--- config.mk ---
export PLATFORM = sky130hd
export DESIGN_NAME = adt7420_i2c_responder_flat
export DESIGN_NICKNAME = d
export VERILOG_FILES = /design/src/rtl/adt7420_i2c_responder_if.sv /design/src/rtl/adt7420_i2c_responder.sv /design/src/flat_wrapper.sv
export SDC_FILE = /design/constraint.sdc
export NUM_CORES = 1
export LEC_CHECK = 0
export CORE_AREA = 2 2 91 93
export DETAILED_ROUTE_END_ITERATION = 16
export DIE_AREA = 0 0 93 95
export RECOVER_POWER = 25
export SLEW_MARGIN = 20
export SYNTH_ARGS = -nofsm -noshare
export SYNTH_HDL_FRONTEND = slang
export SYNTH_SLANG_ARGS = --single-unit
--- constraint.sdc ---
create_clock -name clk_fpga -period 2 [get_ports clk_fpga]
set_clock_uncertainty 0.05 [all_clocks]
set_input_delay 0.3 -clock clk_fpga [delete_from_list [all_inputs] [get_ports clk_fpga]]
set_output_delay 0.3 -clock clk_fpga [all_outputs]
set_load 0.01 [all_outputs]
--- src/rtl/adt7420_i2c_responder_if.sv ---
// adt7420_i2c_responder_if: two-wire bus pins between an I2C master and the responder.
//   scl_i  : SCL line level
//   sda_i  : SDA line level (wired-AND of all drivers)
//   sda_oe : responder pulls SDA low when 1
interface adt7420_i2c_responder_if;
    logic scl_i;
    logic sda_i;
    logic sda_oe;
    modport master (output scl_i, output sda_i, input sda_oe);
    modport slave (input scl_i, input sda_i, output sda_oe);
endinterface

--- src/rtl/adt7420_i2c_responder.sv ---
// adt7420_i2c_responder: I2C target emulating the ADT7420 register map.
//   clk_fpga       : system clock, posedge
//   reset          : synchronous, active-high
//   bus            : SCL/SDA levels in, SDA pull-down enable out
//   temp_value     : live temperature word {MSB, LSB}
//   config_reg     : register 0x03
//   soft_rst_pulse : one-cycle pulse on a write to register 0x2F
//   busy           : transaction in progress (START seen, not yet back in IDLE)
module adt7420_i2c_responder #(
    parameter logic [6:0] DEV_ADDR  = 7'h4B,
    parameter logic [7:0] DEVICE_ID = 8'hCB
) (
    input  logic                            clk_fpga,
    input  logic                            reset,
    adt7420_i2c_responder_if.slave          bus,
    input  logic [15:0]                     temp_value,
    output logic [7:0]                      config_reg,
    output logic                            soft_rst_pulse,
    output logic                            busy
);
    localparam logic [2:0] IDLE     = 3'd0;
    localparam logic [2:0] ADDR     = 3'd1;
    localparam logic [2:0] ADDR_ACK = 3'd2;
    localparam logic [2:0] WR_BYTE  = 3'd3;
    localparam logic [2:0] WR_ACK   = 3'd4;
    localparam logic [2:0] RD_BYTE  = 3'd5;
    localparam logic [2:0] RD_ACK   = 3'd6;
    localparam logic [2:0] IGNORE   = 3'd7;

    // [0],[1] synchronize, [2] is history for edge detection
    logic [2:0] scl_q, sda_q;
    logic [2:0] state_q, state_d;
    logic [3:0] cnt_q, cnt_d;
    logic [7:0] sh_q, sh_d, ptr_q, ptr_d, cfg_q, cfg_d, shadow_q, shadow_d;
    logic       snap_q, snap_d, first_q, first_d, oe_q, oe_d, pulse_q, pulse_d;
    logic       rise, fall, start, stop, bit_in, load;
    logic [7:0] byte_in, rd_byte;

    assign rise    = scl_q[1] & ~scl_q[2];
    assign fall    = ~scl_q[1] & scl_q[2];
    assign start   = scl_q[1] & scl_q[2] & sda_q[2] & ~sda_q[1];
    assign stop    = scl_q[1] & scl_q[2] & ~sda_q[2] & sda_q[1];
    assign bit_in  = sda_q[1];
    assign byte_in = {sh_q[6:0], bit_in};

    // The LSB snapshot is only honoured when the previous byte of this read burst was 0x00
    assign rd_byte = ptr_q == 8'h00 ? temp_value[15:8] :
                     ptr_q == 8'h01 ? ((snap_q && state_q == RD_ACK) ? shadow_q : temp_value[7:0]) :
                     ptr_q == 8'h03 ? cfg_q :
                     ptr_q == 8'h0B ? DEVICE_ID : 8'h00;

    always_comb begin
        state_d  = state_q;
        cnt_d    = cnt_q;
        sh_d     = sh_q;
        ptr_d    = ptr_q;
        cfg_d    = cfg_q;
        shadow_d = shadow_q;
        snap_d   = snap_q;
        first_d  = first_q;
        oe_d     = oe_q;
        pulse_d  = 1'b0;
        load     = 1'b0;
        if (start) begin
            state_d = ADDR;
            cnt_d   = 4'd0;
            oe_d    = 1'b0;
        end else if (stop) begin
            state_d = IDLE;
            oe_d    = 1'b0;
        end else begin
            case (state_q)
                ADDR: if (rise) begin
                    sh_d  = byte_in;
                    cnt_d = cnt_q == 4'd7 ? 4'd0 : cnt_q + 4'd1;
                    if (cnt_q == 4'd7) state_d = byte_in[7:1] == DEV_ADDR ? ADDR_ACK : IGNORE;
                end
                // cnt 0: ACK not yet driven; cnt 1: ACK driven, release on the 9th fall
                ADDR_ACK, WR_ACK: if (fall) begin
                    oe_d  = cnt_q == 4'd0;
                    cnt_d = cnt_q == 4'd0 ? 4'd1 : 4'd0;
                    if (cnt_q != 4'd0) begin
                        load    = state_q == ADDR_ACK && sh_q[0];
                        state_d = WR_BYTE;
                        first_d = state_q == ADDR_ACK ? 1'b1 : first_q;
                    end
                end
                WR_BYTE: if (rise) begin
                    sh_d  = byte_in;
                    cnt_d = cnt_q == 4'd7 ? 4'd0 : cnt_q + 4'd1;
                    if (cnt_q == 4'd7) begin
                        state_d = WR_ACK;
                        first_d = 1'b0;
                        if (first_q) ptr_d = byte_in;
                        else if (ptr_q == 8'h2F) begin
                            pulse_d = 1'b1;
                            cfg_d   = 8'h00;
                            ptr_d   = 8'h00;
                        end else begin
                            cfg_d = ptr_q == 8'h03 ? byte_in : cfg_q;
                            ptr_d = ptr_q + 8'd1;
                        end
                    end
                end
                RD_BYTE: begin
                    if (rise) cnt_d = cnt_q + 4'd1;
                    if (fall && cnt_q == 4'd8) begin
                        oe_d    = 1'b0;
                        cnt_d   = 4'd0;
                        state_d = RD_ACK;
                        ptr_d   = ptr_q + 8'd1;
                    end else if (fall) begin
                        oe_d = ~sh_q[6];
                        sh_d = {sh_q[6:0], 1'b0};
                    end
                end
                RD_ACK: begin
                    if (rise && bit_in) state_d = IGNORE;
                    else if (rise) cnt_d = 4'd1;
                    load = fall && cnt_q == 4'd1;
                end
                default: ;
            endcase
        end
        if (load) begin
            state_d  = RD_BYTE;
            cnt_d    = 4'd0;
            sh_d     = rd_byte;
            oe_d     = ~rd_byte[7];
            snap_d   = ptr_q == 8'h00;
            shadow_d = ptr_q == 8'h00 ? temp_value[7:0] : shadow_q;
        end
    end

    always_ff @(posedge clk_fpga) begin
        if (reset) begin
            scl_q    <= 3'b111;
            sda_q    <= 3'b111;
            state_q  <= IDLE;
            cnt_q    <= 4'd0;
            sh_q     <= 8'h00;
            ptr_q    <= 8'h00;
            cfg_q    <= 8'h00;
            shadow_q <= 8'h00;
            snap_q   <= 1'b0;
            first_q  <= 1'b0;
            oe_q     <= 1'b0;
            pulse_q  <= 1'b0;
        end else begin
            scl_q    <= {scl_q[1:0], bus.scl_i};
            sda_q    <= {sda_q[1:0], bus.sda_i};
            state_q  <= state_d;
            cnt_q    <= cnt_d;
            sh_q     <= sh_d;
            ptr_q    <= ptr_d;
            cfg_q    <= cfg_d;
            shadow_q <= shadow_d;
            snap_q   <= snap_d;
            first_q  <= first_d;
            oe_q     <= oe_d;
            pulse_q  <= pulse_d;
        end
    end

    assign bus.sda_oe     = oe_q;
    assign config_reg     = cfg_q;
    assign soft_rst_pulse = pulse_q;
    assign busy           = state_q != IDLE;
endmodule

--- src/flat_wrapper.sv ---
// flat-port wrapper written by rule: the top's interface ports become plain ports
module adt7420_i2c_responder_flat 
#(
    parameter logic [6:0] DEV_ADDR  = 7'h4B,
    parameter logic [7:0] DEVICE_ID = 8'hCB
)
  (clk_fpga, reset, temp_value, config_reg, soft_rst_pulse, busy, bus_scl_i, bus_sda_i, bus_sda_oe);
  adt7420_i2c_responder_if bus_i ();
  input  logic clk_fpga;
  input  logic reset;
  input  logic [15:0] temp_value;
  output logic [7:0] config_reg;
  output logic soft_rst_pulse;
  output logic busy;
  input wire logic [$bits(bus_i.scl_i)-1:0] bus_scl_i;
  input wire logic [$bits(bus_i.sda_i)-1:0] bus_sda_i;
  output wire logic [$bits(bus_i.sda_oe)-1:0] bus_sda_oe;
  assign bus_i.scl_i = bus_scl_i;
  assign bus_i.sda_i = bus_sda_i;
  assign bus_sda_oe = bus_i.sda_oe;
  adt7420_i2c_responder #(.DEV_ADDR(DEV_ADDR), .DEVICE_ID(DEVICE_ID)) u_core (.clk_fpga(clk_fpga), .reset(reset), .bus(bus_i), .temp_value(temp_value), .config_reg(config_reg), .soft_rst_pulse(soft_rst_pulse), .busy(busy));
endmodule
==> impl_metrics.json <==
{
  "diodes": 0,
  "gpl.final_weighted_congestion": 0.8437,
  "synth.yosys.warnings": 0,
  "cp_cell_sequence": "buf_6 -> ha_4 -> nand3b_1 -> nor3_4 -> nand3b_4 -> buf_6 -> or2_0 -> a21oi_1",
  "critical_path.endpoint_type": "flip-flop",
  "floorplan.die.height_um": 95,
  "post_cts_hold_buffer_count": 0,
  "timing.critical_path.fanout_max": 8,
  "crit_path_frequent_cell": "buf_6",
  "antenna_found_initial": 0,
  "grt_start_max_net_pins": 29,
  "report.final.slew_viol_count": 0,
  "placement.io_buffers": 30,
  "tightest_slew_ns": 0.4632,
  "min-delay-path-class": "reg2reg",
  "critPathKind": "reg2reg",
  "routing_usage_on_met3": 0.02314,
  "rows": 33,
  "cellInternalPower_mw": 1.312,
  "postSynth.topFlopCell": "dfxtp_1",
  "drt_iter0_markers": 203,
  "worst_relative_slew_slack": 0.6912,
  "final_nets": 455,
  "antenna_left": 0,
  "syn-num-nets": 387,
  "synth_compound_area_frac": 0.2170,
  "drt_drc_violations_left": 0,
  "synth_cells": 361,
  "die_width_um": 93,
  "final_period_minus_worst_setup_slack_ns": 1.948,
  "clockBufferDepth": 2,
  "final_cells": 534,
  "netlist-cell-type-count": 70,
  "vias_in_the_first_global_route": 2837,
  "timing.setup.tns_ns": 0,
  "placed_cells": 516,
  "clk_pin_slew_ns": 0.10,
  "pin_count": 31,
  "ys_async_sr_fraction": 0,
  "synth-edff-count": 0,
  "hpwlAfterDp_um": 6307,
  "via_per_inst": 5.588,
  "clkSinkCount": 48,
  "die_footprint_mm2": 0.008835,
  "cts-htree-levels": 2,
  "max_clock_freq_mhz": 513.2,
  "clock_power_share": 0.333,
  "use_met1": 0.2562,
  "synthAdderAreaFrac": 0.02795,
  "grt.total_usage": 0.1996,
  "firstDrtPassIters": 5,
  "drt-total-wl_um": 8792,
  "cp-start-kind": "flip-flop",
  "final_period_utilization": 0.9742,
  "worst_skew_pair_latency_ns": 0.31,
  "syn_area_mm2": 0.003044,
  "ir_drop_mv": 0.3028,
  "cts_inserted_buffers": 5,
  "maxCapViolations": 0,
  "gr-usage-met2": 0.3593,
  "root_buffer": "clkbuf_8",
  "crit_required_ns": 2.20,
  "layout-drive-gt1-share": 0.2727,
  "grt_overflow_total": 0,
  "postSynthAreaPerCell_um2": 8.433,
  "run_status": "complete, no violations",
  "core_box_area_mm2": 0.007928,
  "synth.ff_latch_count": 48,
  "cp_slowest_stage_delay_ns": 0.41,
  "unrepaired_setup_endpoints_after_global_routing": "true",
  "switchingPower_uw": 453.9,
  "hold_violations": 0,
  "syn_to_final_growth_pct": 29.63,
  "ys_seq_area_frac": 0.3157,
  "report.final.setup_viol": 0,
  "grt_pass1_wl_um": 14010,
  "drt-wirelength-per-cell_um": 16.46,
  "p_leak_nw": 1.541,
  "cts_tree": "done",
  "switching_fraction_of_total_power": 0.2571,
  "muxShareOfSynthArea": 0.08919,
  "critPathArrivalTime_ns": 2.15,
  "synth_top_family_by_area": "simple AND/OR/NAND/NOR gates",
  "postLayoutCellArea_mm2": 0.003946,
  "power.share.combinational": 0.115,
  "vias_after_detailed_routing": 2984,
  "floorplan.initialDensity": 0.3840,
  "pwr-share-seq": 0.552,
  "synthSimpleGateAreaFrac": 0.2824,
  "xor_and_xnor_area_share_after_synthesis": 0.008631,
  "p_per_area_mw_per_mm2": 447.5,
  "crit_slowest_cell": "nor3_4",
  "grt.busiest_layer": "met2",
  "dpl_cell_area_mm2": 0.003669
}
stage by stage:
| step | hold WS [ns] | setup slack, ns | power [mW] | util |
|---|---|---|---|---|
| after floorplan | 0.3395 | 0.009019 | 1.087 | - |
| after global placement | 0.3415 | 0.03731 | 1.182 | 0.4628 |
| after detailed placement | 0.3464 | 0.02655 | 1.184 | 0.4628 |
| after CTS | 0.3682 | 0.001263 | 1.757 | 0.4738 |
| after global routing | 0.3789 | -0.06879 | 1.821 | 0.4978 |
| final | 0.3671 | 0.05161 | 1.766 | 0.4978 |
timing repair:
action,in CTS,in global routing
setup buffers,0,10
pin swaps,1,12
resized for setup,3,35
gates cloned,0,1
setup endpoints to repair,9,40
worst paths after layout:
| kind | slack (ns) | to | depth (start not counted) | start |
|---|---|---|---|---|
| worst max-delay path | 0.05 | u_core.config_reg[6] | 8 | u_core.cnt_q[0] |
| worst min-delay path | 0.37 | u_core.sda_q[1] | 1 | u_core.sda_q[0] |
| worst max register to register | 0.05 | u_core.config_reg[6] | 8 | u_core.cnt_q[0] |
| worst min register to register | 0.37 | u_core.sda_q[1] | 1 | u_core.sda_q[0] |
cell type report:
cell class | instances | area [um2]
Timing Repair Buffer | 84 | 729.5
Multi-Input combinational cell | 280 | 1996
Clock buffer | 5 | 68.82
Clock inverter | 2 | 12.51
Fill cell | 804 | 3981
Sequential cell | 48 | 970.9
Tap cell | 105 | 131.4
Inverter | 10 | 37.54
metal layers:
metal,part of all wire,up-vias
li1,-,1466
met1,0.46,1429
met2,0.49,80
met3,0.034,9
met4,0.011,0
met5,0,-
power groups by stage:
stage               combinational, mW  sequential (mW)  clock, mW
CTS                             0.189            0.974      0.594
global route                    0.221            0.976      0.624
floorplan                      0.0947            0.992          0
detailed placement              0.188            0.996          0
finish                          0.203            0.975      0.588
global placement                0.186            0.996          0
synthesized netlist by cell type (5+ instances only):
master	n	area [um2]
buf_2	6	30.03
or2_2	15	93.84
buf_6	6	67.56
a221oi_1	6	52.55
nand2_1	33	123.9
nand3_1	13	65.06
nor2_1	35	131.4
a21oi_1	25	125.1
clkbuf_1	10	37.54
mux2i_1	26	260.3
o21ai_0	13	65.06
inv_1	10	37.54
dfxtp_1	48	960.9
a211oi_1	5	37.54
nand4_1	5	31.28
o22ai_1	9	56.30
ha_1	6	75.07
nor3_1	10	50.05
layout by cell type (no fill, tap or decap), types with 4 or more instances in the layout:
master,Yosys,final
nand3b_1,4,4
a21oi_1,25,21
nand4_1,5,5
or2_2,15,15
dfxtp_1,48,42
a211oi_1,5,4
o22ai_1,9,9
nor3_1,10,9
inv_1,10,8
nand2_1,33,32
dfxtp_2,0,5
nor2_1,35,35
clkbuf_8,0,5
ha_1,6,4
nand3_1,13,13
a221oi_1,6,6
dlygate4sd3_1,0,6
buf_4,1,49
mux2i_1,26,26
o21ai_0,13,13
a21oi_2,0,4
clkdlybuf4s50_1,0,23
logic make-up after synthesis:
logic type | count (synthesis)
multiplexers | 27
XOR/XNOR | 3
AND/OR/NAND/NOR | 152
flip-flops | 48
AO/OA/AOI/OAI | 91
adder cells (fa/ha/maj) | 7
buffers and inverters | 33
critical path, delay by kind of cell, from the launching register on:
family                     cells  cell delay, ns
buffers and inverters          2            0.28
DFF                            1            0.35
and+or+nand+nor                4            0.96
AOI/OAI and AO/OA              1            0.11
adders and majority gates      1            0.13
Power figures use the tool's default switching activity.
